**src/rtl/nes_controller_device.sv**
```systemverilog
// NES-style controller device: snapshots eight buttons on the host latch and
// shifts them out active-low on the host shift clock, one bit per rising edge.
module nes_controller_device #(
   parameter int SYNC_STAGES = 2
) (
   input  logic       clk,
   input  logic       i_rst_n,
   input  logic [7:0] i_buttons,
   input  logic       i_controller_latch,
   input  logic       i_controller_clock,
   output logic       o_controller_data,
   output logic [7:0] o_latched_buttons,
   output logic       o_poll_done,
   output logic [1:0] fsm_state,
   output logic [3:0] bit_count
);

   typedef enum logic [1:0] {
      ST_IDLE  = 2'd0,
      ST_LOAD  = 2'd1,
      ST_SHIFT = 2'd2
   } state_t;

   state_t state;
   state_t next_state;

   logic [SYNC_STAGES-1:0] latch_sync;
   logic [SYNC_STAGES-1:0] clock_sync;
   logic                   latch_hist;
   logic                   clock_hist;
   logic                   latch_s;
   logic                   clock_s;
   logic                   latch_fall;
   logic                   clock_rise;

   logic [7:0] sr;
   logic [3:0] cnt;

   logic load_sr;
   logic shift_sr;
   logic capture;
   logic finish;

   // Host pins are asynchronous; only the last synchronizer stage is trusted.
   always_ff @(posedge clk or negedge i_rst_n) begin
      if (!i_rst_n) begin
         latch_sync <= '0;
         clock_sync <= '0;
         latch_hist <= 1'b0;
         clock_hist <= 1'b0;
      end else begin
         latch_sync <= {latch_sync[SYNC_STAGES-2:0], i_controller_latch};
         clock_sync <= {clock_sync[SYNC_STAGES-2:0], i_controller_clock};
         latch_hist <= latch_s;
         clock_hist <= clock_s;
      end
   end

   assign latch_s    = latch_sync[SYNC_STAGES-1];
   assign clock_s    = clock_sync[SYNC_STAGES-1];
   assign latch_fall = latch_hist & ~latch_s;
   assign clock_rise = clock_s & ~clock_hist;

   always_ff @(posedge clk or negedge i_rst_n) begin
      if (!i_rst_n) begin
         state <= ST_IDLE;
      end else begin
         state <= next_state;
      end
   end

   // A high latch overrides everything, so a coincident clock edge is dropped.
   always_comb begin
      next_state = state;
      load_sr    = 1'b0;
      shift_sr   = 1'b0;
      capture    = 1'b0;
      finish     = 1'b0;
      if (latch_s) begin
         next_state = ST_LOAD;
         load_sr    = 1'b1;
      end else begin
         case (state)
            ST_LOAD: begin
               if (latch_fall) begin
                  next_state = ST_SHIFT;
                  capture    = 1'b1;
               end
            end
            ST_SHIFT: begin
               if (clock_rise) begin
                  shift_sr = 1'b1;
                  if (cnt == 4'd7) begin
                     finish     = 1'b1;
                     next_state = ST_IDLE;
                  end
               end
            end
            default: begin
               next_state = state;
            end
         endcase
      end
   end

   // Zero fill means "released" once the eight real bits are gone.
   always_ff @(posedge clk or negedge i_rst_n) begin
      if (!i_rst_n) begin
         sr                <= '0;
         cnt               <= '0;
         o_latched_buttons <= '0;
         o_poll_done       <= 1'b0;
         o_controller_data <= 1'b1;
      end else begin
         if (load_sr) begin
            sr  <= i_buttons;
            cnt <= 4'd0;
         end else if (shift_sr) begin
            sr  <= {1'b0, sr[7:1]};
            cnt <= cnt + 4'd1;
         end
         if (capture) begin
            o_latched_buttons <= sr;
         end
         o_poll_done       <= finish;
         o_controller_data <= (state == ST_IDLE) ? 1'b1 : ~sr[0];
      end
   end

   assign fsm_state = state;
   assign bit_count = cnt;

endmodule

```
**config.mk**
```make
export PLATFORM = sky130hd
export DESIGN_NAME = nes_controller_device
export DESIGN_NICKNAME = d
export VERILOG_FILES = /design/src/rtl/nes_controller_device.sv
export SDC_FILE = /design/constraint.sdc
export NUM_CORES = 1
export LEC_CHECK = 0
export CAP_MARGIN = 10
export CORE_MARGIN = 1.5
export CORE_UTILIZATION = 54
export CTS_BUF_LIST = sky130_fd_sc_hd__clkbuf_4
export CTS_CLUSTER_SIZE = 28
export DETAILED_ROUTE_END_ITERATION = 12
export PLACE_DENSITY = 0.86
export SYNTH_ARGS = -nofsm -noshare
export SYNTH_HDL_FRONTEND = slang
export SYNTH_SLANG_ARGS = --single-unit
```
**constraint.sdc**
```tcl
create_clock -name clk -period 3 [get_ports clk]
set_clock_uncertainty 0.1 [all_clocks]
set_input_delay 0.9 -clock clk [delete_from_list [all_inputs] [get_ports clk]]
set_output_delay 0.9 -clock clk [all_outputs]
set_load 0.03 [all_outputs]
```
# Word level (Yosys, flattened, before mapping)
# Cells that the tools add are included.
[totals] reg_bits=30 input_bits=12 out_inout_bits=16 elab_cells=47
[op_classes] addsub=1 eq_ne=6 mux=21 bitwise_logic=5 reduce_logical=4
[ops] operator="$mux 8" n=2
[ops] operator="$mux 1" n=12
[ops] operator="$ne 3x3->1 const B" n=3
[ops] operator="$mux 2" n=4
[ops] operator="$mux 4" n=2
[ops] operator="$add 4x1->4 const B" n=1
[ops] operator="$eq 4x3->1 const B" n=1
[ops] operator="$pmux 2 s2" n=1
[ops] operator="$reduce_and 4->1" n=1
[ops] operator="$not 1->1" n=3
[ops] operator="$reduce_bool 3->1" n=1
[ops] operator="$and 1x1->1" n=2
[ops] operator="$eq 2x1->1 const B" n=1
[ops] operator="$eq 2x2->1 const B" n=1
[ops] operator="$logic_not 2->1" n=1
[ops] operator="$reduce_bool 2->1" n=1

# Depth between registers and ports, before layout
# Gate-level depths: netlist of the first run.
[logic_depth] word_depth=7 ltp_mapped=5 ltp_nobuf=3

# Least setup slack after synthesis of the first run
# Ideal clock, no wire load.
[synth_timing] kind="register to register" from="register state[1], in the netlist fsm_state[1]" to="register o_latched_buttons[0]" setup_time_ns=0.125 arrival_time_ns=1.400 required_time_ns=2.775 setup_slack_ns=1.375 path_stages_with_launch=4 n_path_buf=0 synth_period_minus_slack_ns=1.625 cell_sequence="dfrtp_1 > nand2b_4 > nor3b_4 > mux2_2"
[synth_between] elab_chain_len=3
[synth_lines] item="start: declaration" line="24" text="state_t state;"
[synth_lines] item="start signal: assignment" line="68" text="state <= next_state;"
[synth_lines] item="$eq 2x1->1" line="83" text="case (state)"
[synth_lines] item="$mux 1" line="83"
[synth_lines] item="$mux 1" line="79" text="if (latch_s) begin"
[synth_lines] item="end signal: assignment" line="123" text="o_latched_buttons <= sr;"
[synth_lines] item="end: declaration" line="12" text="output logic [7:0] o_latched_buttons,"
# No other way between the ends.
# A chain may end at the register's enable or synchronous reset.

# Final worst setup path of the first run
[layout_timing] from="register o_controller_data" to="output o_controller_data"
[layout_rtl] item="start: declaration" line="11" text="output logic o_controller_data,"
[layout_rtl] item="start signal: assignment" line="126" text="o_controller_data <= (state == ST_IDLE) ? 1'b1 : ~sr[0];"
# No word-level cell between the ends.

==> metrics, run 1 <==
outcome=complete, no violations; crit share post-route=82.92%; Core Area=around 2000 sq um; Post-Syn Area=1194 sq um; Final #Nets=approximately 130; CP Launch Type=register; final total power=around 930 uW; share of layout cells above drive strength 1=17.36%; Setup crit end kind=output pin; count of cell types in the netlist=24; Setup-failing EPs final=0; slew margin rel.=between 40% and 50%; hold buffers post-CTS=0; worst path arrival time=between 1000 and 1500 ps; Synth top area share=approximately 61%; Chip Height=around 50 microns; syn avg cell area=between 10 and 15 sq um; port bufs=27; H-tree depth reported by CTS=2; largest net degree at the start of global routing=31; CP required=~2000 ps; clock slew at reported path FFs=approximately 80 ps; fmax=approximately 400 MHz; Cells after Synth=90; initial antenna violation count=0; CTS tree=yes; leakage=approximately 0.65 nW; worst stage delay on the critical path=between 600 and 700 ps; Antenna Violating Nets Remaining=0; Net Count, Synth=between 100 and 150; final WL=approximately 2000 microns; first-pass GRT wire length=3312 microns; Int Power=approximately 660 uW; CP Buf/Inv Count=1; #FFs+latches synth=30; Final Hold Viols=0; total clock sinks=30; routed length per placed instance=13.28 microns; VDD IR-drop max=about 0.00053 V; Hold Crit Class=register to register; clk buf depth=2; vias per cell=a little over 5; worst slew pin tran=820.9 ps; Die X=between 50 and 60 microns; Sw Ratio=between 20% and 30%; # Post-CTS Setup Buffers=0; commonest non-fill, non-tap cells in the layout=dfrtp_1 (29), clkdlybuf4s50_1 (27), mux2_2 (9); total die area=~2500 sq um; TritonRoute pass-1 iters=4; sequential area share after synthesis=a little over three fifths; Synth Warn #=0; Residual DRC=0; setup tns final=0 ps; Clk network pwr share=between 20 and 25%; Area Overhead vs Synth=28.09%; vias in the first global route=734; Root Driver=clkbuf_4; top cell family by delay on the critical path=buffers and inverters; CP cell instances=clkdlybuf4s50_1; CP max-delay cell=clkdlybuf4s50_1; Iteration-0 DRC Markers=5; Skew-Pair Late Insertion Delay=320 ps; Initial Utilization=a little under 60%; row cnt=16; # diodes=0; share of power burned in registers=between 50% and 60%; total track usage=18.90%; most common cell after layout, fill and taps aside=dfrtp_1; cts repair resizes=0; RD Place Congestion=about 0.68; max-cap viol count=0; total grt overflow=0; Power Density=607.8 nW/um^2; I/O Pins=28; Switch Pwr=272.9 uW; Critical Path Fanout Max=1; post-route minimum period=2488 ps; Area contributors post-synth=dfrtp_1 (61%), mux2_2 (8.5%), mux2i_1 (6.7%); Slew Limit Fails=0; Inserted Clock Buffers=5; DR vias=roughly 750; Gate power share=around a quarter; RSZ-0062 raised after global routing=false; critical path type=register to output pin; largest area contributor in the netlist=dfrtp_1
-- layer usage --
metal / GRT usage, % / vias up / part of all wire, %
met4: 11.11 / 0 / 2.9
met1: 21.63 / 356 / 44
met5: 0 / - / 0
met2: 28.95 / 20 / 48
met3: 8.485 / 5 / 5.8
li1: - / 367 / -
-- final cells by class --
type                       count  area [sq um]
clock buffer                   6         45.04
clock inverter                 2         8.758
tap                           27         33.78
sequential                    30         752.0
fill                         140         493.0
timing repair buffer          28         277.8
multi-input combinational     55         411.6
-- synth_stat cells, drive strengths merged --
cell type	instances
buf	2
nand2	8
nor2	6
and2	1
nand2b	3
nor3b	1
a21oi	2
dfstp	1
ha	1
a21o	1
nand4b	1
mux2i	8
mux2	9
nor2b	1
nand4	1
xnor2	1
dfrtp	29
clkbuf	3
a31o	1
and4bb	1
o21ai	9
-- power by group through the flow --
stage | Clock, mW | Sequential, mW | Combinational (mW)
2_1_floorplan | 0 | 0.553 | 0.0565
3_3_place_gp | 0 | 0.490 | 0.216
3_5_place_dp | 0 | 0.494 | 0.220
4_1_cts | 0.238 | 0.485 | 0.220
5_1_grt | 0.253 | 0.492 | 0.231
6_report | 0.227 | 0.485 | 0.217
-- cells by family after synthesis --
group,synth area share [%]
buf+inv,2.516
fa+ha+maj,1.048
mux,15.20
flops,63.00
compound gates,5.975
xor+xnor,0.7339
simple gates,11.53
-- path summary, 6_finish.rpt --
kind | depth (start not counted) | slack, ps | to | from
setup / recovery | 1 | 510 | o_controller_data | o_controller_data
hold / removal | 0 | 260 | latch_sync[1] | latch_sync[0]
setup reg to reg | 3 | 1120 | bit_count[3] | fsm_state[0]
hold reg to reg | 0 | 260 | latch_sync[1] | latch_sync[0]
max in group asynchronous | 2 | 1640 | o_controller_data | i_rst_n
min in group asynchronous | 2 | 850 | clock_hist | i_rst_n
-- worst reg2reg max path, delay by kind of cell (launching register included) --
family / cells / cell delay (ps)
mux: 1 / 300
flops: 1 / 430
simple gates: 2 / 940
-- metrics by stage --
stage               cells  cell area (sq um)  setup slack [ps]  hold WS (ps)  utilization (%)
floorplan              90               1194              1375         231.2                -
global route          148               1529             480.4         261.6            75.62
detailed placement    140               1475             856.9         239.4            72.96
finish                148               1529             512.4         256.6            75.62
global placement      140               1475             855.6         232.4            72.96
CTS                   148               1529             491.2         259.4            75.62
-- state kept, by name, indices dropped and copies added, names as in the netlist --
name               count
o_latched_buttons      8
latch_hist             1
o_controller_data      1
latch_sync             2
bit_count              4
sr                     8
clock_sync             2
fsm_state              2
o_poll_done            1
clock_hist             1
Note: power is estimated with default switching activity, not from simulation.
==> run 2, diff against run 1 <==
Settings changed: CORE_UTILIZATION 54 to 50, PLACE_DENSITY 0.86 to 0.8.
Clock period 3 ns to 2.5 ns, I/O delays scaled along.
==> metrics, run 2 (same netlist as run 1, synthesis figures left out) <==
critical path type=register to output pin; total die area=about 2700 sq um; Fill cells=between 150 and 200; port bufs=27; cts repair resizes=0; share of layout cells above drive strength 1=19.51%; Skew-Pair Late Insertion Delay=approximately 310 ps; Post-Place Cells=between 100 and 150; initial antenna violation count=0; worst slew pin tran=roughly 470 ps; worst path arrival time=around 1500 ps; hold buffers post-CTS=0; VDD IR-drop max=~0.00056 V; worst stage delay on the critical path=650 ps; outcome=complete, no violations; row cnt=17; Antenna Violating Nets Remaining=0; fin util=between 60% and 70%; DR vias=just under 800; # Post-CTS Setup Buffers=0; fmax=430.6 MHz; Core Area=about 2200 sq um; most common cell after layout, fill and taps aside=dfrtp_1; # diodes=0; crit share post-route=between 90% and 100%; total clock sinks=30; RSZ-0062 raised after global routing=false; Critical Path Fanout Max=1; Setup crit end kind=output pin; Iteration-0 DRC Markers=4; first-pass GRT wire length=between 3000 and 4000 microns; CP cell instances=clkdlybuf4s50_1; clock slew at reported path FFs=about 90 ps; I/O Pins=28; met2 WL=1019 microns; Final #Nets=between 100 and 150; vias in the first global route=about 740; Power Density=728.5 nW/um^2; TritonRoute pass-1 iters=4; CP max-delay cell=clkdlybuf4s50_1; CP Buf/Inv Count=1; total track usage=16.49%; H-tree depth reported by CTS=2; Setup-failing EPs final=0; slew margin rel.=68.94%; Residual DRC=0; DR top layer=met4; CP Launch Type=register; largest net degree at the start of global routing=31; met3 WL=approximately 110 microns; Inserted Clock Buffers=5; Place WS=502.5 ps; Root Driver=clkbuf_4; post-route minimum period=2322 ps; hpwl dp=1368 microns; final total power=1.130 mW; total grt overflow=0; routed length per placed instance=~13 microns; CTS tree=yes; Initial Utilization=53.45%; Area Overhead vs Synth=29.98%; Final Hold Viols=0; top cell family by delay on the critical path=buffers and inverters; WL met1=811 microns; clk buf depth=2; commonest non-fill, non-tap cells in the layout=dfrtp_1 (29), clkdlybuf4s50_1 (27), mux2_2 (9); Chip Height=51.86 microns; setup tns final=0 ps; Hold Crit Class=register to register; RD Place Congestion=roughly 0.75; Die X=approximately 52 microns; Post-Layout Cell Count=roughly 150; CP required=roughly 1700 ps; setup ws final=177.8 ps; final WL=roughly 2000 microns; max-cap viol count=0; Slew Limit Fails=0; leakage=around 0.67 nW; vias per cell=slightly above 5
## run 2: cell count changes in the layout (fill, tap and decap cells not counted), sizes merged
cell    delta
clkbuf     +2
clkinv     -2
buf        +2
## run 2: where the power goes
group          switching (mW)  leakage, nW  internal, mW  total, mW
combinational           0.137        0.261         0.129      0.267
sequential             0.0322        0.368         0.543      0.576
clock                   0.143       0.0368         0.145      0.288
## run 2: layout make-up
cell class                 count  area [sq um]  share of cell area (%)
sequential                    30         752.0                   48.47
multi-input combinational     55         411.6                   26.53
timing repair buffer          30         292.8                   18.87
clock buffer                   8         60.06                   3.871
tap                           28         35.03                   2.258
## run 2: metal layers
layer  track usage, %  up-vias
met3            6.897        2
met2            27.43       22
met4            8.333        0
li1                 -      375
met5                0        -
met1            17.88      374
## run 2: worst paths after layout
path / startpoint / depth (start not counted) / endpoint / slack (ps)
worst max-delay path: o_controller_data / 1 / o_controller_data / 180
worst min-delay path: latch_sync[0] / 0 / latch_sync[1] / 260
worst max register to register: fsm_state[0] / 4 / sr[1] / 790
worst min register to register: latch_sync[0] / 0 / latch_sync[1] / 260
max in group asynchronous: i_rst_n / 2 / o_controller_data / 1270
min in group asynchronous: i_rst_n / 2 / latch_sync[1] / 710
## run 2: stage by stage
step           area [sq um]  hold slack (ps)
6_report               1551            256.5
5_1_grt                1551            262.9
4_1_cts                1551            258.8
3_5_place_dp           1491            237.8
3_3_place_gp           1491            232.0
2_1_floorplan          1194            231.2
==> run 3, diff against run 2 <==
Settings changed: CTS_CLUSTER_DIAMETER set to 200.
==> results of run 3 <==
Same layout as run 2: the final DEF is identical, and so are final timing and power.
